===== src/rtl/decode_issue_pkg.sv =====
// Shared encodings for the decode/issue stage and the DSP48E1-based EXE stages:
// opcodes, instruction field positions, DSP mode constants and the opcode decoder.
package decode_issue_pkg;

    typedef enum logic [4:0] {
        OP_NOP = 5'd0,
        OP_ADD = 5'd1,
        OP_SUB = 5'd2,
        OP_MUL = 5'd3,
        OP_MAC = 5'd4,
        OP_AND = 5'd5,
        OP_OR  = 5'd6,
        OP_XOR = 5'd7
    } opcode_e;

    typedef enum logic {
        ST_ISSUE  = 1'b0,
        ST_BUBBLE = 1'b1
    } state_e;

    localparam int OPC_MSB = 31;
    localparam int OPC_LSB = 27;
    localparam int RD_MSB  = 26;
    localparam int RD_LSB  = 22;
    localparam int RS1_MSB = 21;
    localparam int RS1_LSB = 17;
    localparam int RS2_MSB = 16;
    localparam int RS2_LSB = 12;

    localparam logic [6:0] OPM_NONE  = 7'b0000000;
    localparam logic [6:0] OPM_AB_C  = 7'b0110011;
    localparam logic [6:0] OPM_AB_CO = 7'b0111011;
    localparam logic [6:0] OPM_MUL   = 7'b0000101;
    localparam logic [6:0] OPM_MAC   = 7'b0100101;

    localparam logic [3:0] ALU_ADD = 4'b0000;
    localparam logic [3:0] ALU_SUB = 4'b0011;
    localparam logic [3:0] ALU_LOG = 4'b1100;
    localparam logic [3:0] ALU_XOR = 4'b0100;

    // ce order is {CEA2, CEB2, CEC, CEM}
    localparam logic [3:0] CE_ALU = 4'b1010;
    localparam logic [3:0] CE_MUL = 4'b1101;

    typedef struct packed {
        logic [6:0] opmode;
        logic [3:0] alumode;
        logic [3:0] ce;
        logic       wb_en;
        logic       illegal;
    } dec_t;

    function automatic dec_t decode_op(input logic [4:0] opc);
        dec_t d;
        d = '0;
        case (opc)
            OP_NOP: d = '0;
            OP_ADD: d = '{OPM_AB_C,  ALU_ADD, CE_ALU, 1'b1, 1'b0};
            OP_SUB: d = '{OPM_AB_C,  ALU_SUB, CE_ALU, 1'b1, 1'b0};
            OP_MUL: d = '{OPM_MUL,   ALU_ADD, CE_MUL, 1'b1, 1'b0};
            OP_MAC: d = '{OPM_MAC,   ALU_ADD, CE_MUL, 1'b1, 1'b0};
            OP_AND: d = '{OPM_AB_C,  ALU_LOG, CE_ALU, 1'b1, 1'b0};
            OP_OR:  d = '{OPM_AB_CO, ALU_LOG, CE_ALU, 1'b1, 1'b0};
            OP_XOR: d = '{OPM_AB_C,  ALU_XOR, CE_ALU, 1'b1, 1'b0};
            default: d = '{OPM_NONE, ALU_ADD, 4'b0000, 1'b0, 1'b1};
        endcase
        return d;
    endfunction

endpackage


===== src/rtl/decode_issue_hazard_scoreboard.sv =====
// In-flight destination tracker: a HAZ_DEPTH-deep {valid, rd} shift register
// plus the RAW compare of the candidate instruction's sources against it.
module hazard_scoreboard #(
    parameter int HAZ_DEPTH = 3,
    parameter int RF_AW     = 5
) (
    input  logic             clk,
    input  logic             rst_n,
    input  logic             en,
    input  logic             push_valid,
    input  logic [RF_AW-1:0] push_rd,
    input  logic             chk_valid,
    input  logic [RF_AW-1:0] chk_rs1,
    input  logic [RF_AW-1:0] chk_rs2,
    output logic             hazard
);

    logic [HAZ_DEPTH-1:0] vld_q, vld_d;
    logic [RF_AW-1:0]     rd_q [HAZ_DEPTH];
    logic [RF_AW-1:0]     rd_d [HAZ_DEPTH];

    // next-state of the in-flight shift register
    always_comb begin
        vld_d = vld_q;
        rd_d  = rd_q;
        if (en) begin
            vld_d[0] = push_valid;
            rd_d[0]  = push_rd;
            for (int i = 1; i < HAZ_DEPTH; i++) begin
                vld_d[i] = vld_q[i-1];
                rd_d[i]  = rd_q[i-1];
            end
        end else begin
            vld_d = vld_q;
        end
    end

    // in-flight shift register state
    always_ff @(posedge clk or negedge rst_n) begin
        if (!rst_n) begin
            vld_q <= '0;
            for (int i = 0; i < HAZ_DEPTH; i++) begin
                rd_q[i] <= '0;
            end
        end else begin
            vld_q <= vld_d;
            rd_q  <= rd_d;
        end
    end

    // RAW compare against every valid in-flight destination
    always_comb begin
        hazard = 1'b0;
        for (int i = 0; i < HAZ_DEPTH; i++) begin
            if (chk_valid && vld_q[i] && ((rd_q[i] == chk_rs1) || (rd_q[i] == chk_rs2))) begin
                hazard = 1'b1;
            end else begin
                hazard = hazard;
            end
        end
    end

endmodule


===== src/rtl/decode_issue.sv =====
// Decode/issue stage: decodes one instruction per enabled cycle into DSP48E1
// controls, stalling with bubbles while a RAW hazard against in-flight writes exists.
module decode_issue
    import decode_issue_pkg::*;
#(
    parameter int HAZ_DEPTH = 3,
    parameter int RF_AW     = 5
) (
    input  logic             CLK,
    input  logic             RESET,
    input  logic             ENABLE,
    input  logic [31:0]      INSTR,
    input  logic             INSTR_VALID,
    output logic             INSTR_READY,
    output logic [6:0]       OPMODE,
    output logic [3:0]       ALUMODE,
    output logic             CEA2,
    output logic             CEB2,
    output logic             CEC,
    output logic             CEM,
    output logic [RF_AW-1:0] RS1_ADDR,
    output logic [RF_AW-1:0] RS2_ADDR,
    output logic [RF_AW-1:0] RD_ADDR,
    output logic             WB_EN,
    output logic [15:0]      STALL_CNT
);

    state_e           state_q, state_d;
    logic [31:0]      held_q, held_d;
    logic [6:0]       opmode_q, opmode_d;
    logic [3:0]       alumode_q, alumode_d;
    logic [3:0]       ce_q, ce_d;
    logic [RF_AW-1:0] rs1_q, rs1_d, rs2_q, rs2_d, rd_q, rd_d;
    logic             wb_en_q, wb_en_d;
    logic [15:0]      stall_cnt_q, stall_cnt_d;

    logic [31:0]      cur_instr_s;
    logic             cur_valid_s;
    logic [RF_AW-1:0] rs1_s, rs2_s, rd_s;
    dec_t             dec_s;
    logic             hazard_s;
    logic             push_valid_s;
    logic [11:0]      unused_s;

    // A stalled instruction is held internally, so BUBBLE checks and issues the held copy
    always_comb begin
        if (state_q == ST_BUBBLE) begin
            cur_instr_s = held_q;
            cur_valid_s = 1'b1;
        end else begin
            cur_instr_s = INSTR;
            cur_valid_s = INSTR_VALID;
        end
    end

    assign unused_s = cur_instr_s[11:0];
    assign rs1_s    = RF_AW'(cur_instr_s[RS1_MSB:RS1_LSB]);
    assign rs2_s    = RF_AW'(cur_instr_s[RS2_MSB:RS2_LSB]);
    assign rd_s     = RF_AW'(cur_instr_s[RD_MSB:RD_LSB]);
    assign dec_s    = decode_op(cur_instr_s[OPC_MSB:OPC_LSB]);

    hazard_scoreboard #(
        .HAZ_DEPTH (HAZ_DEPTH),
        .RF_AW     (RF_AW)
    ) u_hazard_scoreboard (
        .clk        (CLK),
        .rst_n      (RESET),
        .en         (ENABLE),
        .push_valid (push_valid_s),
        .push_rd    (rd_s),
        .chk_valid  (cur_valid_s && dec_s.wb_en),
        .chk_rs1    (rs1_s),
        .chk_rs2    (rs2_s),
        .hazard     (hazard_s)
    );

    assign INSTR_READY = ENABLE && (state_q == ST_ISSUE) && !hazard_s;

    // issue FSM next state, decoded outputs and stall counter
    always_comb begin
        state_d      = state_q;
        held_d       = held_q;
        opmode_d     = opmode_q;
        alumode_d    = alumode_q;
        ce_d         = ce_q;
        rs1_d        = rs1_q;
        rs2_d        = rs2_q;
        rd_d         = rd_q;
        wb_en_d      = wb_en_q;
        stall_cnt_d  = stall_cnt_q;
        push_valid_s = 1'b0;
        if (ENABLE) begin
            opmode_d  = 7'd0;
            alumode_d = 4'd0;
            ce_d      = 4'd0;
            rs1_d     = '0;
            rs2_d     = '0;
            rd_d      = '0;
            wb_en_d   = 1'b0;
            if (hazard_s) begin
                state_d     = ST_BUBBLE;
                held_d      = cur_instr_s;
                stall_cnt_d = (stall_cnt_q == 16'hFFFF) ? stall_cnt_q : stall_cnt_q + 16'd1;
            end else begin
                state_d = ST_ISSUE;
                held_d  = 32'd0;
                if (cur_valid_s) begin
                    opmode_d     = dec_s.opmode;
                    alumode_d    = dec_s.alumode;
                    ce_d         = dec_s.ce;
                    rs1_d        = rs1_s;
                    rs2_d        = rs2_s;
                    rd_d         = rd_s;
                    wb_en_d      = dec_s.wb_en && !dec_s.illegal;
                    push_valid_s = dec_s.wb_en && !dec_s.illegal;
                end else begin
                    push_valid_s = 1'b0;
                end
            end
        end else begin
            push_valid_s = 1'b0;
        end
    end

    // state and output registers
    always_ff @(posedge CLK or negedge RESET) begin
        if (!RESET) begin
            state_q     <= ST_ISSUE;
            held_q      <= 32'd0;
            opmode_q    <= 7'd0;
            alumode_q   <= 4'd0;
            ce_q        <= 4'd0;
            rs1_q       <= '0;
            rs2_q       <= '0;
            rd_q        <= '0;
            wb_en_q     <= 1'b0;
            stall_cnt_q <= 16'd0;
        end else begin
            state_q     <= state_d;
            held_q      <= held_d;
            opmode_q    <= opmode_d;
            alumode_q   <= alumode_d;
            ce_q        <= ce_d;
            rs1_q       <= rs1_d;
            rs2_q       <= rs2_d;
            rd_q        <= rd_d;
            wb_en_q     <= wb_en_d;
            stall_cnt_q <= stall_cnt_d;
        end
    end

    assign OPMODE    = opmode_q;
    assign ALUMODE   = alumode_q;
    assign CEA2      = ce_q[3];
    assign CEB2      = ce_q[2];
    assign CEC       = ce_q[1];
    assign CEM       = ce_q[0];
    assign RS1_ADDR  = rs1_q;
    assign RS2_ADDR  = rs2_q;
    assign RD_ADDR   = rd_q;
    assign WB_EN     = wb_en_q;
    assign STALL_CNT = stall_cnt_q;

endmodule


===== config.mk =====
export PLATFORM = sky130hd
export DESIGN_NAME = decode_issue
export DESIGN_NICKNAME = d
export VERILOG_FILES = /design/src/rtl/decode_issue_pkg.sv /design/src/rtl/decode_issue_hazard_scoreboard.sv /design/src/rtl/decode_issue.sv
export SDC_FILE = /design/constraint.sdc
export NUM_CORES = 1
export LEC_CHECK = 0
export CAP_MARGIN = 20
export CORE_UTILIZATION = 50
export DETAILED_ROUTE_END_ITERATION = 10
export DONT_BUFFER_PORTS = 1
export PLACE_DENSITY = 0.71
export SLEW_MARGIN = 20
export SYNTH_ARGS = -nofsm -noshare
export SYNTH_HDL_FRONTEND = slang
export SYNTH_SLANG_ARGS = --single-unit

===== constraint.sdc =====
create_clock -name CLK -period 3.95 [get_ports CLK]
set_clock_uncertainty 0.05 [all_clocks]
set_input_delay 0.9875 -clock CLK [delete_from_list [all_inputs] [get_ports CLK]]
set_output_delay 0.9875 -clock CLK [all_outputs]
set_load 0.01 [all_outputs]

==> results of run 1 <==
power breakdown:
| group | internal, mW | switching [mW] | total [mW] |
|---|---|---|---|
| logic | 0.0867 | 0.0821 | 0.169 |
| registers | 0.831 | 0.0607 | 0.892 |
| clock network | 0.420 | 0.285 | 0.705 |
| total | 1.34 | 0.428 | 1.77 |
area by class of cell:
type	count	area, um^2
Multi-Input combinational cell	223	1790
Inverter	8	30.0
Clock buffer	10	128
Fill cell	607	3230
Timing Repair Buffer	10	75.1
Sequential cell	77	1930
Tap cell	99	124
Clock inverter	6	109
final timing paths:
| kind | to | depth (start not counted) |
|---|---|---|
| min in group CLK | held_q[28]$_DFFE_PN0P_ | 2 |
| min reg2reg | held_q[28]$_DFFE_PN0P_ | 2 |
| max in group asynchronous | held_q[18]$_DFFE_PN0P_ | 0 |
| max | INSTR_READY | 8 |
| max reg2reg | STALL_CNT[2]$_DFFE_PN0P_ | 10 |
| min | STALL_CNT[13]$_DFFE_PN0P_ | 0 |
synthesized netlist by cell type (6+ instances only):
master / number / share of area
a21oi_1: 11 / 0.014
buf_4: 8 / 0.015
clkbuf_1: 8 / 0.0077
dfrtp_1: 77 / 0.49
inv_1: 6 / 0.0058
mux2_2: 16 / 0.046
mux2i_2: 7 / 0.025
nand2_1: 18 / 0.017
nand3_1: 13 / 0.017
nor2_1: 12 / 0.012
nor2b_1: 7 / 0.011
nor4_1: 9 / 0.014
o2bb2ai_1: 29 / 0.065
xnor2_1: 22 / 0.049
xor2_1: 23 / 0.052
layer usage:
metal | up-vias | track usage | part of all wire
li1 | 1191 | - | -
met1 | 1282 | 0.284 | 0.46
met2 | 73 | 0.319 | 0.46
met3 | 11 | 0.0564 | 0.058
met4 | 0 | 0.0780 | 0.016
met5 | - | 0 | 0
kinds of logic after synthesis:
family / after synthesis / synth area share
muxes: 27 / 0.0845
DFF: 77 / 0.495
buffers and inverters: 32 / 0.0472
and+or+nand+nor: 84 / 0.123
adders and majority gates: 5 / 0.0161
AOI/OAI and AO/OA: 61 / 0.133
xor gates and xnor gates: 45 / 0.101
other: 1 / 0.000962
stage by stage:
stage | total power [mW] | instances
floorplan | 1.04 | 332
global placement | 1.07 | 417
detailed placement | 1.08 | 417
CTS | 1.78 | 433
global route | 1.83 | 433
finish | 1.77 | 433
worst max-delay path, delay by kind of cell, from the launching register on:
| family | cells | cell delay [ns] |
|---|---|---|
| AOI/OAI and AO/OA | 2 | 0.78 |
| and+or+nand+nor | 2 | 0.22 |
| buffers and inverters | 4 | 0.85 |
| DFF | 1 | 0.35 |
flip-flops by register name, summed over array words and instances (netlist names):
name	flops
held_q	20
STALL_CNT	16
u_hazard_scoreboard.rd_q	15
RD_ADDR	5
RS1_ADDR	5
RS2_ADDR	5
ALUMODE	3
OPMODE	3
ce_q	2
u_hazard_scoreboard.vld_q	2
state_q	1
==> impl_metrics.ini, run 1 <==
[placement]
numPortBuffers = 0
placed_cell_area_mm2 = 0.00394
gp_congestion = 0.783
dpl.hpwl_um = 5340
dp_slack_ns = 0.473

[cells_and_area]
final_area_mm2 = 0.00418
final_common_cell = dfrtp_1
drive_gt1_frac = 0.195
final_cell_mix = dfrtp_1, o2bb2ai_1, xor2_1
fin_util = 0.564
antennaDiodeCount = 0
nets = 370
syn_to_final_growth_pct = 7.23

[floorplan]
die_y_um = 90.3
rows = 31
pin_count = 84
initial_core_util = 0.526
dieArea_mm2 = 0.00815
core_area_mm2 = 0.00741
dieWidth_um = 90.3

[worst_setup_path]
cp-startpoint = state_q$_DFFE_PN0P_
crit_type = flop to primary output
cp_max_fo = 20
crit_chain = buf_4 > inv_1 > o31ai_2 > a21boi_2 > inv_2 > nor2_2 > nor3_1 > buf_4
crit_path_top_delay_cell = o31ai_2
r2r-start = state_q$_DFFE_PN0P_
slowest_delay_ns = 0.39
cp.arrival_ns = 2.56
crit_path_frequent_cell = buf_4
r2r_slack_ns = 0.97
crit_path_start_kind = flop
cp-end-kind = primary output
required_ns = 2.91

[clock_network]
cts-resized-gates = 0
ctsLongestPathBuffers = 2
cts_hold_repair.buffers = 0
h-tree-depth = 3
clk_pin_slew_ns = 0.08
postCtsSetupBuffers = 0
numCtsBuffers = 9
cts_sinks = 77
clock_latency_ns = 0.35
cts-root-buf = clkbuf_8
cts_tree = yes

[synthesis]
synth_flop_cell = dfrtp_1
syn_area_per_cell_um2 = 11.7
syn_inst = 332
ys_seq_area_frac = 0.495
syn_nets = 373
netlist_area_mm2 = 0.00390
synth_edf_count = 0
synthArstFlopShare = 1.00
ys_warn_count = 0
synth-seq-cells = 77
synth_cell_types = 44

[flow_run]
cap_violations = 0

[drt]
first_iter_violations = 146
num_vias = 2557
vias_per_cell = 5.91
wirelength_um = 8030
ant_nets = 0
drc = 0
wl_per_cell_um = 18.5
dr.pass1.iters = 4

[grt]
grt_pass1_wl_um = 13200
grt_pass1_vias = 2525
grt_max_degree = 78
grt_remaining_overflow = 0
antenna_found_initial = 0
grt_usage = 0.208

[timing]
timing.fmax_mhz = 278
tightest_slew_ns = 0.703
holdWs_ns = 0.272
finalHoldViolations = 0
finalSetupViolations = 0
tns_ns = 0
max_slew_margin = 0.530
finalCritPeriodShare = 0.910
fin_crit_ns = 3.60
rsz0062_at_grt = no
fin_ws_ns = 0.354
slew_violations = 0

[run_status]
status = complete, no violations

[pwr]
p_per_area_mw_per_mm2 = 423
power.leakage_nw = 1.82
peakVddDrop_uv = 213

[hold_path]
hold_class = input port to async pin
Note: power is estimated with default switching activity, not from simulation.
==> run 2, diff against run 1 <==
- GPL_TIMING_DRIVEN: default -> 0
==> run 2 against run 1 <==
Effect of this change:
- die area is the same
- sequential power is essentially flat
- sequential share of layout area shrank 0.85 points
- critical path type unchanged
- highest routed layer unchanged
==> impl_metrics.ini, run 2 (same netlist as run 1, synthesis figures left out) <==
[run_status]
status = complete, no violations

[timing]
fin_crit_ns = 3.71
timing.fmax_mhz = 269
rsz0062_at_grt = no
finalHoldViolations = 0
tns_ns = 0
max_slew_margin = 0.507
finalCritPeriodShare = 0.940
slew_violations = 0
finalSetupViolations = 0
tightest_slew_ns = 0.719

[grt]
antenna_found_initial = 0
grt_usage = 0.228
grt_remaining_overflow = 0
grt_pass1_vias = 2802
grt_max_degree = 78
grt_pass1_wl_um = 14400

[cells_and_area]
final_common_cell = dfrtp_1
nets = 384
final_area_mm2 = 0.00426
regMostFlops = held_q
drive_gt1_frac = 0.210
final_cell_mix = dfrtp_1, o2bb2ai_1, xor2_1
syn_to_final_growth_pct = 9.25
largest_register_ffs = 20
stdcell_count = 447
antennaDiodeCount = 0

[floorplan]
dieArea_mm2 = 0.00815
core_area_mm2 = 0.00741
die_y_um = 90.3
initial_core_util = 0.526
pin_count = 84
rows = 31
dieWidth_um = 90.3

[drt]
wl_met1_um = 3870
wirelength_um = 8430
met2_length_um = 3970
drc = 0
ant_nets = 0
num_vias = 2621
vias_per_cell = 5.86
wl_per_cell_um = 18.9
first_iter_violations = 101
dr.pass1.iters = 4
met3_length_um = 480
highest_layer = met4

[worst_setup_path]
crit_type = flop to primary output
cp-startpoint = state_q$_DFFE_PN0P_
cp_max_fo = 10
r2r_end = held_q[16]$_DFFE_PN0P_
cp-end-kind = primary output
r2r_cells = 11
r2r_slack_ns = 1.06
r2r-start = state_q$_DFFE_PN0P_
crit_path_start_kind = flop
required_ns = 2.91
cp.arrival_ns = 2.68

[pwr]
combPwrFrac = 0.113
p_per_area_mw_per_mm2 = 395
switching_share = 0.275
clkPwrFrac = 0.357
p_seq_frac = 0.530
p_switching_uw = 463
power.leakage_nw = 1.85
peakVddDrop_uv = 212
p_int_mw = 1.22

[clock_network]
cts-root-buf = clkbuf_8
cts_sinks = 77
clock_latency_ns = 0.35
h-tree-depth = 3
cts_tree = yes
clk_pin_slew_ns = 0.09
postCtsSetupBuffers = 0
cts_hold_repair.buffers = 0
ctsLongestPathBuffers = 2
numCtsBuffers = 9

[placement]
dpl.hpwl_um = 5800
numPortBuffers = 0
gp_congestion = 0.807
place_inst = 431
placed_cell_area_mm2 = 0.00402

[flow_run]
cap_violations = 0

[hold_path]
hold_class = input port to async pin
run 2: cell count changes in the layout (fill, tap and decap cells not counted), moves of 2 or more:
| cell | before | now |
|---|---|---|
| buf_4 | 10 | 8 |
| bufinv_16 | 3 | 1 |
| buf_6 | 0 | 4 |
| clkinv_4 | 0 | 2 |
| clkbuf_1 | 1 | 8 |
| buf_2 | 0 | 3 |
run 2: cell type report:
cell class,instances,area [um^2]
multi-input combinational,223,1820
buffer,24,154
fill,626,3150
tap,99,124
sequential,77,1930
clock buffer,9,124
clock inverter,7,73.8
inverter,8,30.0
run 2: repair_timing:
| action | 4_1_cts | 5_1_grt |
|---|---|---|
| setup endpoints to repair | 0 | 1 |
| endpoints found under the hold margin | 0 | 0 |
| resized for setup | 0 | 6 |
run 2: worst max path at each step:
| stage | depth (start not counted) | end |
|---|---|---|
| after global routing | 10 | INSTR_READY |
| final | 10 | INSTR_READY |
| after CTS | 10 | INSTR_READY |
| after detailed placement | 9 | INSTR_READY |
| after global placement | 9 | INSTR_READY |
| after floorplan | 9 | INSTR_READY |
run 2: per-stage QoR:
stage | hold WS [ns] | utilization | setup slack [ns] | power [mW]
2_1_floorplan | 0.388 | - | 0.449 | 1.04
3_3_place_gp | 0.408 | 0.543 | 0.0390 | 1.08
3_5_place_dp | 0.417 | 0.543 | 0.0408 | 1.09
4_1_cts | 0.258 | 0.569 | 0.0220 | 1.69
5_1_grt | 0.246 | 0.575 | 0.0348 | 1.75
6_report | 0.271 | 0.575 | 0.236 | 1.68
run 2: power by group through the flow:
stage	clock network, mW	registers [mW]	logic [mW]
after global placement	0	0.903	0.179
after global routing	0.646	0.897	0.210
after CTS	0.612	0.890	0.185
final	0.600	0.890	0.191
after detailed placement	0	0.904	0.184
after floorplan	0	0.891	0.153
run 2: metal layers:
metal,GRT usage,vias up
li1,-,1215
met3,0.0749,10
met2,0.352,65
met1,0.300,1331
met5,0,-
met4,0.0847,0
run 2: critical path: stages (launching register included):
cell	delay [ns]
dfrtp_1	0.34
buf_6	0.19
buf_6	0.20
mux2i_4	0.32
xor2_1	0.19
nand3_1	0.14
o31ai_4	0.31
a21oi_4	0.13
buf_6	0.17
nor2_4	0.23
nor3_2	0.09
==> run 3, diff against run 2 <==
- CAP_MARGIN: 20 -> 25
- CTS_CLUSTER_SIZE: default -> 16
==> results of run 3 <==
The final DEF is identical to that of run 2; final timing and power are the same.
==> variant 1 (flow settings as in run 2) <==
`HAZ_DEPTH` is set to 3 in 2 places; all go to 2.
--- a/src/rtl/decode_issue_hazard_scoreboard.sv
+++ b/src/rtl/decode_issue_hazard_scoreboard.sv
@@ -1,7 +1,7 @@
 // In-flight destination tracker: a HAZ_DEPTH-deep {valid, rd} shift register
 // plus the RAW compare of the candidate instruction's sources against it.
 module hazard_scoreboard #(
-    parameter int HAZ_DEPTH = 3,
+    parameter int HAZ_DEPTH = 2,
     parameter int RF_AW     = 5
 ) (
     input  logic             clk,
--- a/src/rtl/decode_issue.sv
+++ b/src/rtl/decode_issue.sv
@@ -3,7 +3,7 @@
 module decode_issue
     import decode_issue_pkg::*;
 #(
-    parameter int HAZ_DEPTH = 3,
+    parameter int HAZ_DEPTH = 2,
     parameter int RF_AW     = 5
 ) (
     input  logic             CLK,
Function: changed (Yosys sat finds a counterexample within 4 cycles, from zero or initial values and one cycle with RESET low).
==> variant 1 against run 2 <==
Setup slack worse by 0.12 ns. Final area decreased by 5.4%. Area after synthesis shrank 7.2%. Register-to-register slack got worse by 0.37 ns. Sequential cell count decreased by 6. Wire length shrank 4.7%. Fmax fell by 3.2%. Total power rose by 3.6%. Largest cell class unchanged. Largest power group unchanged.
==> variant 1: results (changes against run 2) <==
worst hold-check slack 0.271 ns (about the same); Routability Congestion 0.802 (was 0.807); top cells by count, synth 71 x dfrtp_1, 35 x o2bb2ai_1, 32 x nand2_1 (was 77 x dfrtp_1, 29 x o2bb2ai_1, 23 x xor2_1, 22 x xnor2_1, 18 x nand2_1); total number of nets in the final design 377 (was 384); peak ir drop on the vdd network 0.209 mV (was 0.212 mV); Met1 Routed Length 3560 µm (was 3870 µm); pin count of the biggest net entering global routing 72 (was 78); worst r2r dst RS1_ADDR[3] (was held_q[16]); reported leakage power 0.00178 µW (was 0.00185 µW); category of cells accounting for the largest share of critical-path delay simple AND/OR/NAND/NOR gates (was buffers and inverters); data arrival time of the critical path 2.80 ns (was 2.68 ns); number of distinct library cells after synthesis 46 (was 44); post-cts resize count 10 (was 0); share of cell area taken by muxes after synthesis 7.62% (was 8.45%); Routed wire per std cell 18.4 µm (was 18.9 µm); number of cells after detailed placement 421 (was 431); wire length of the first global-routing pass 13,300 µm (was 14,400 µm); complex-gate fraction of the synthesized area 12.5% (was 13.3%); placed instance area 3730 µm² (was 4020 µm²); sequential element share of the synthesized area 49.2% (was 49.5%); number of standard cells after synthesis 325 (was 332); cell with the biggest individual delay on the critical path or4_4 (was dfrtp_1); overall routing resource usage 23.5% (was 22.8%); met1 track demand over resource in global routing 29.8% (was 30.0%); routed length on met3 500 µm (was 480 µm); post-synthesis xor/xnor area fraction 8.20% (was 10.1%); run status finished clean (unchanged); R2R cell count 13 (was 11); overall via count from detail_route 2,500 (was 2,621); number of global-route vias before repair 2,620 (was 2,802); longest individual stage delay on the worst path 0.58 ns (was 0.34 ns); share of final-layout standard cells stronger than drive strength 1 17.0% (was 21.0%); overall routed net length 8040 µm (was 8430 µm); final period demand of the worst path 3.84 ns (was 3.71 ns); met3 routing resource usage after global routing 6.45% (was 7.49%); critical path fanouts, max 19 (was 10); slew at the pin closest to its max-slew limit 0.629 ns (was 0.719 ns); number of design-rule violations left by the first detailed-router iteration 192 (was 101); Setup WS pre-CTS -0.370 ns (was 0.0408 ns); largest cells by area after synthesis dfrtp_1 49%, o2bb2ai_1 8.5%, xnor2_1 3.9%, xor2_1 3.9%, mux2_2 3.7% (was dfrtp_1 49%, o2bb2ai_1 6.5%, xor2_1 5.2%, xnor2_1 4.9%, mux2_2 4.6%)
==> variant 1: cell type report <==
type	count	area [µm²]	area share, %
Sequential cell	71	1780	44.1
Multi-Input combinational cell	220	1700	42.3
Buffer	24	155	3.85
Clock buffer	10	138	3.42
Tap cell	96	120	2.98
Clock inverter	6	92.6	2.30
Inverter	9	33.8	0.839
Timing Repair Buffer	1	7.51	0.187
==> variant 1: worst reg2reg max path, delay by kind of cell (launching register included) <==
family,cells,cell delay [ns]
AOI/OAI and AO/OA,3,0.47
adders and majority gates,1,0.20
buffers and inverters,5,0.89
DFF,1,0.38
muxes,1,0.27
and+or+nand+nor,3,0.88
==> variant 1: power by group <==
part | leakage [µW] | total, µW | internal (µW) | switching [µW]
clock | 0.000109 | 670 | 376 | 294
combinational | 0.000710 | 234 | 109 | 125
sequential | 0.000959 | 837 | 776 | 61.2
total | 0.00178 | 1740 | 1260 | 481
==> variant 2 (flow settings as in run 2) <==
Made on the original files. Reset style: synchronous (`RESET` and `rst_n`), changed in 2 clocked blocks.
--- a/src/rtl/decode_issue_hazard_scoreboard.sv
+++ b/src/rtl/decode_issue_hazard_scoreboard.sv
@@ -36,7 +36,7 @@
     end
 
     // in-flight shift register state
-    always_ff @(posedge clk or negedge rst_n) begin
+    always_ff @(posedge clk) begin
         if (!rst_n) begin
             vld_q <= '0;
             for (int i = 0; i < HAZ_DEPTH; i++) begin
--- a/src/rtl/decode_issue.sv
+++ b/src/rtl/decode_issue.sv
@@ -123,7 +123,7 @@
     end
 
     // state and output registers
-    always_ff @(posedge CLK or negedge RESET) begin
+    always_ff @(posedge CLK) begin
         if (!RESET) begin
             state_q     <= ST_ISSUE;
             held_q      <= 32'd0;
Formal check against the unedited RTL: differs if RESET is asserted again (counterexample within 4 cycles, from zero or initial values and one cycle with RESET low); with RESET held inactive, the same outputs for 4 cycles.
==> variant 2 against run 2 <==
Hold slack better by 0.14 ns. Largest cell class is now multi-input combinational cells. Sequential power is 9.1% lower. Final area is 5.1% lower. Critical path depth is 2 lower. Clock power is 8.7% higher. Total power is 6.3% lower. Highest routed layer unchanged. Cell count is 14% higher. Sequential cell count stayed put. Area after synthesis is 6.8% lower. Wire length is 3.2% lower. Setup slack worse by 0.11 ns.
==> variant 2: results (changes against run 2) <==
routed length on met3 542 µm (was 480 µm); top cells by count, synth 77 x dfxtp_1, 43 x nand2_1, 29 x nor2_1, 24 x mux2i_1, 24 x o21ai_0 (was 77 x dfrtp_1, 29 x o2bb2ai_1, 23 x xor2_1, 22 x xnor2_1, 18 x nand2_1); worst hold-check slack 0.411 ns (was 0.271 ns); number of design-rule violations left by the first detailed-router iteration 93 (was 101); category of cells accounting for the largest share of critical-path delay simple AND/OR/NAND/NOR gates (was buffers and inverters); post-synthesis xor/xnor area fraction 8.68% (was 10.1%); reported leakage power 0.00147 µW (was 0.00185 µW); total number of nets in the final design 449 (was 384); number of iterations in the first detailed-routing pass 5 (was 4); Routability Congestion 0.809 (was 0.807); pin count of the biggest net entering global routing 20 (was 78); longest individual stage delay on the worst path 0.46 ns (was 0.34 ns); largest cells by area after synthesis dfxtp_1 42%, mux2i_1 6.6%, xnor2_1 5.1%, nand2_1 4.4%, xor2_1 3.6% (was dfrtp_1 49%, o2bb2ai_1 6.5%, xor2_1 5.2%, xnor2_1 4.9%, mux2_2 4.6%); met1 track demand over resource in global routing 29.5% (was 30.0%); slew at the pin closest to its max-slew limit 0.652 ns (was 0.719 ns); number of distinct library cells after synthesis 46 (was 44); cell with the biggest individual delay on the critical path mux2i_1 (was dfrtp_1); HPWL after detailed placement 5880 µm (was 5800 µm); overall routing resource usage 22.5% (was 22.8%); wire length of the first global-routing pass 12,900 µm (was 14,400 µm); Mapped Nets 439 (was 373); share of synthesized registers carrying an async set or reset 0% (was 100%); met2 capacity usage during global routing 34.9% (was 35.2%); reg-to-reg slack, setup 0.84 ns (was 1.06 ns); Met1 Routed Length 3770 µm (was 3870 µm); peak ir drop on the vdd network 0.259 mV (was 0.212 mV); post-cts resize count 1 (was 0); power spent charging and discharging nets 382 µW (was 463 µW); data arrival time of the critical path 2.79 ns (was 2.68 ns); complex-gate fraction of the synthesized area 13.5% (was 13.3%); met3 routing resource usage after global routing 8.15% (was 7.49%); Routed wire per std cell 16.0 µm (was 18.9 µm); sequential element share of the synthesized area 42.4% (was 49.5%); share of cell area taken by muxes after synthesis 9.96% (was 8.45%); run status finished clean (unchanged); Setup WS pre-CTS 0.0493 ns (was 0.0408 ns)
==> variant 2: cell count changes in the layout (fill, tap and decap cells not counted), sizes merged, moves of 18 or more <==
cell           run 2  this run
dfrtp             77         0
dfxtp              0        77
o21ai              1        27
nand2             19        43
mux2i             11        32
nand2b             2        20
==> variant 2: power by group through the flow <==
stage               clock, µW  sequential, µW  combinational, µW
floorplan                   0             822               88.1
global placement            0             827                107
detailed placement          0             827                110
CTS                       666             809                110
global route              701             811                127
finish                    652             809                114
==> variant 2: stage by stage <==
step,area [µm²],cells,utilization (%)
2_1_floorplan,3630,398,-
3_3_place_gp,3750,494,54.3
3_5_place_dp,3750,494,54.3
4_1_cts,3960,509,57.4
5_1_grt,4040,509,58.5
6_report,4040,509,58.5
==> variant 2: how the worst max path moves through the flow <==
stage          cells after the start      start  slack (ns)           to
4_1_cts                            8    state_q         0.1  INSTR_READY
2_1_floorplan                      8  INSTR[20]        0.57  INSTR_READY
6_report                           8  INSTR[20]        0.13  INSTR_READY
5_1_grt                            9    state_q       0.006  INSTR_READY
3_3_place_gp                       9    state_q        0.13  INSTR_READY
3_5_place_dp                       9    state_q        0.05  INSTR_READY
==> variant 2: kinds of logic (layout without fill, tap and decap cells) <==
logic type / count (synthesis) / count (layout)
and+or+nand+nor: 137 / 137
DFF: 77 / 77
AOI/OAI and AO/OA: 72 / 72
buffers and inverters: 37 / 52
xor gates and xnor gates: 36 / 36
muxes: 33 / 33
adders and majority gates: 5 / 5
other: 1 / 1
==> variant 2: cell type report <==
| cell class | count | area [µm²] |
|---|---|---|
| clock inverters | 6 | 86.3 |
| fillers | 627 | 2870 |
| inverters | 9 | 33.8 |
| well taps | 96 | 120 |
| plain buffers | 27 | 149 |
| flip-flops and latches | 77 | 1540 |
| multi-input cells | 284 | 1980 |
| clock buffers | 10 | 128 |
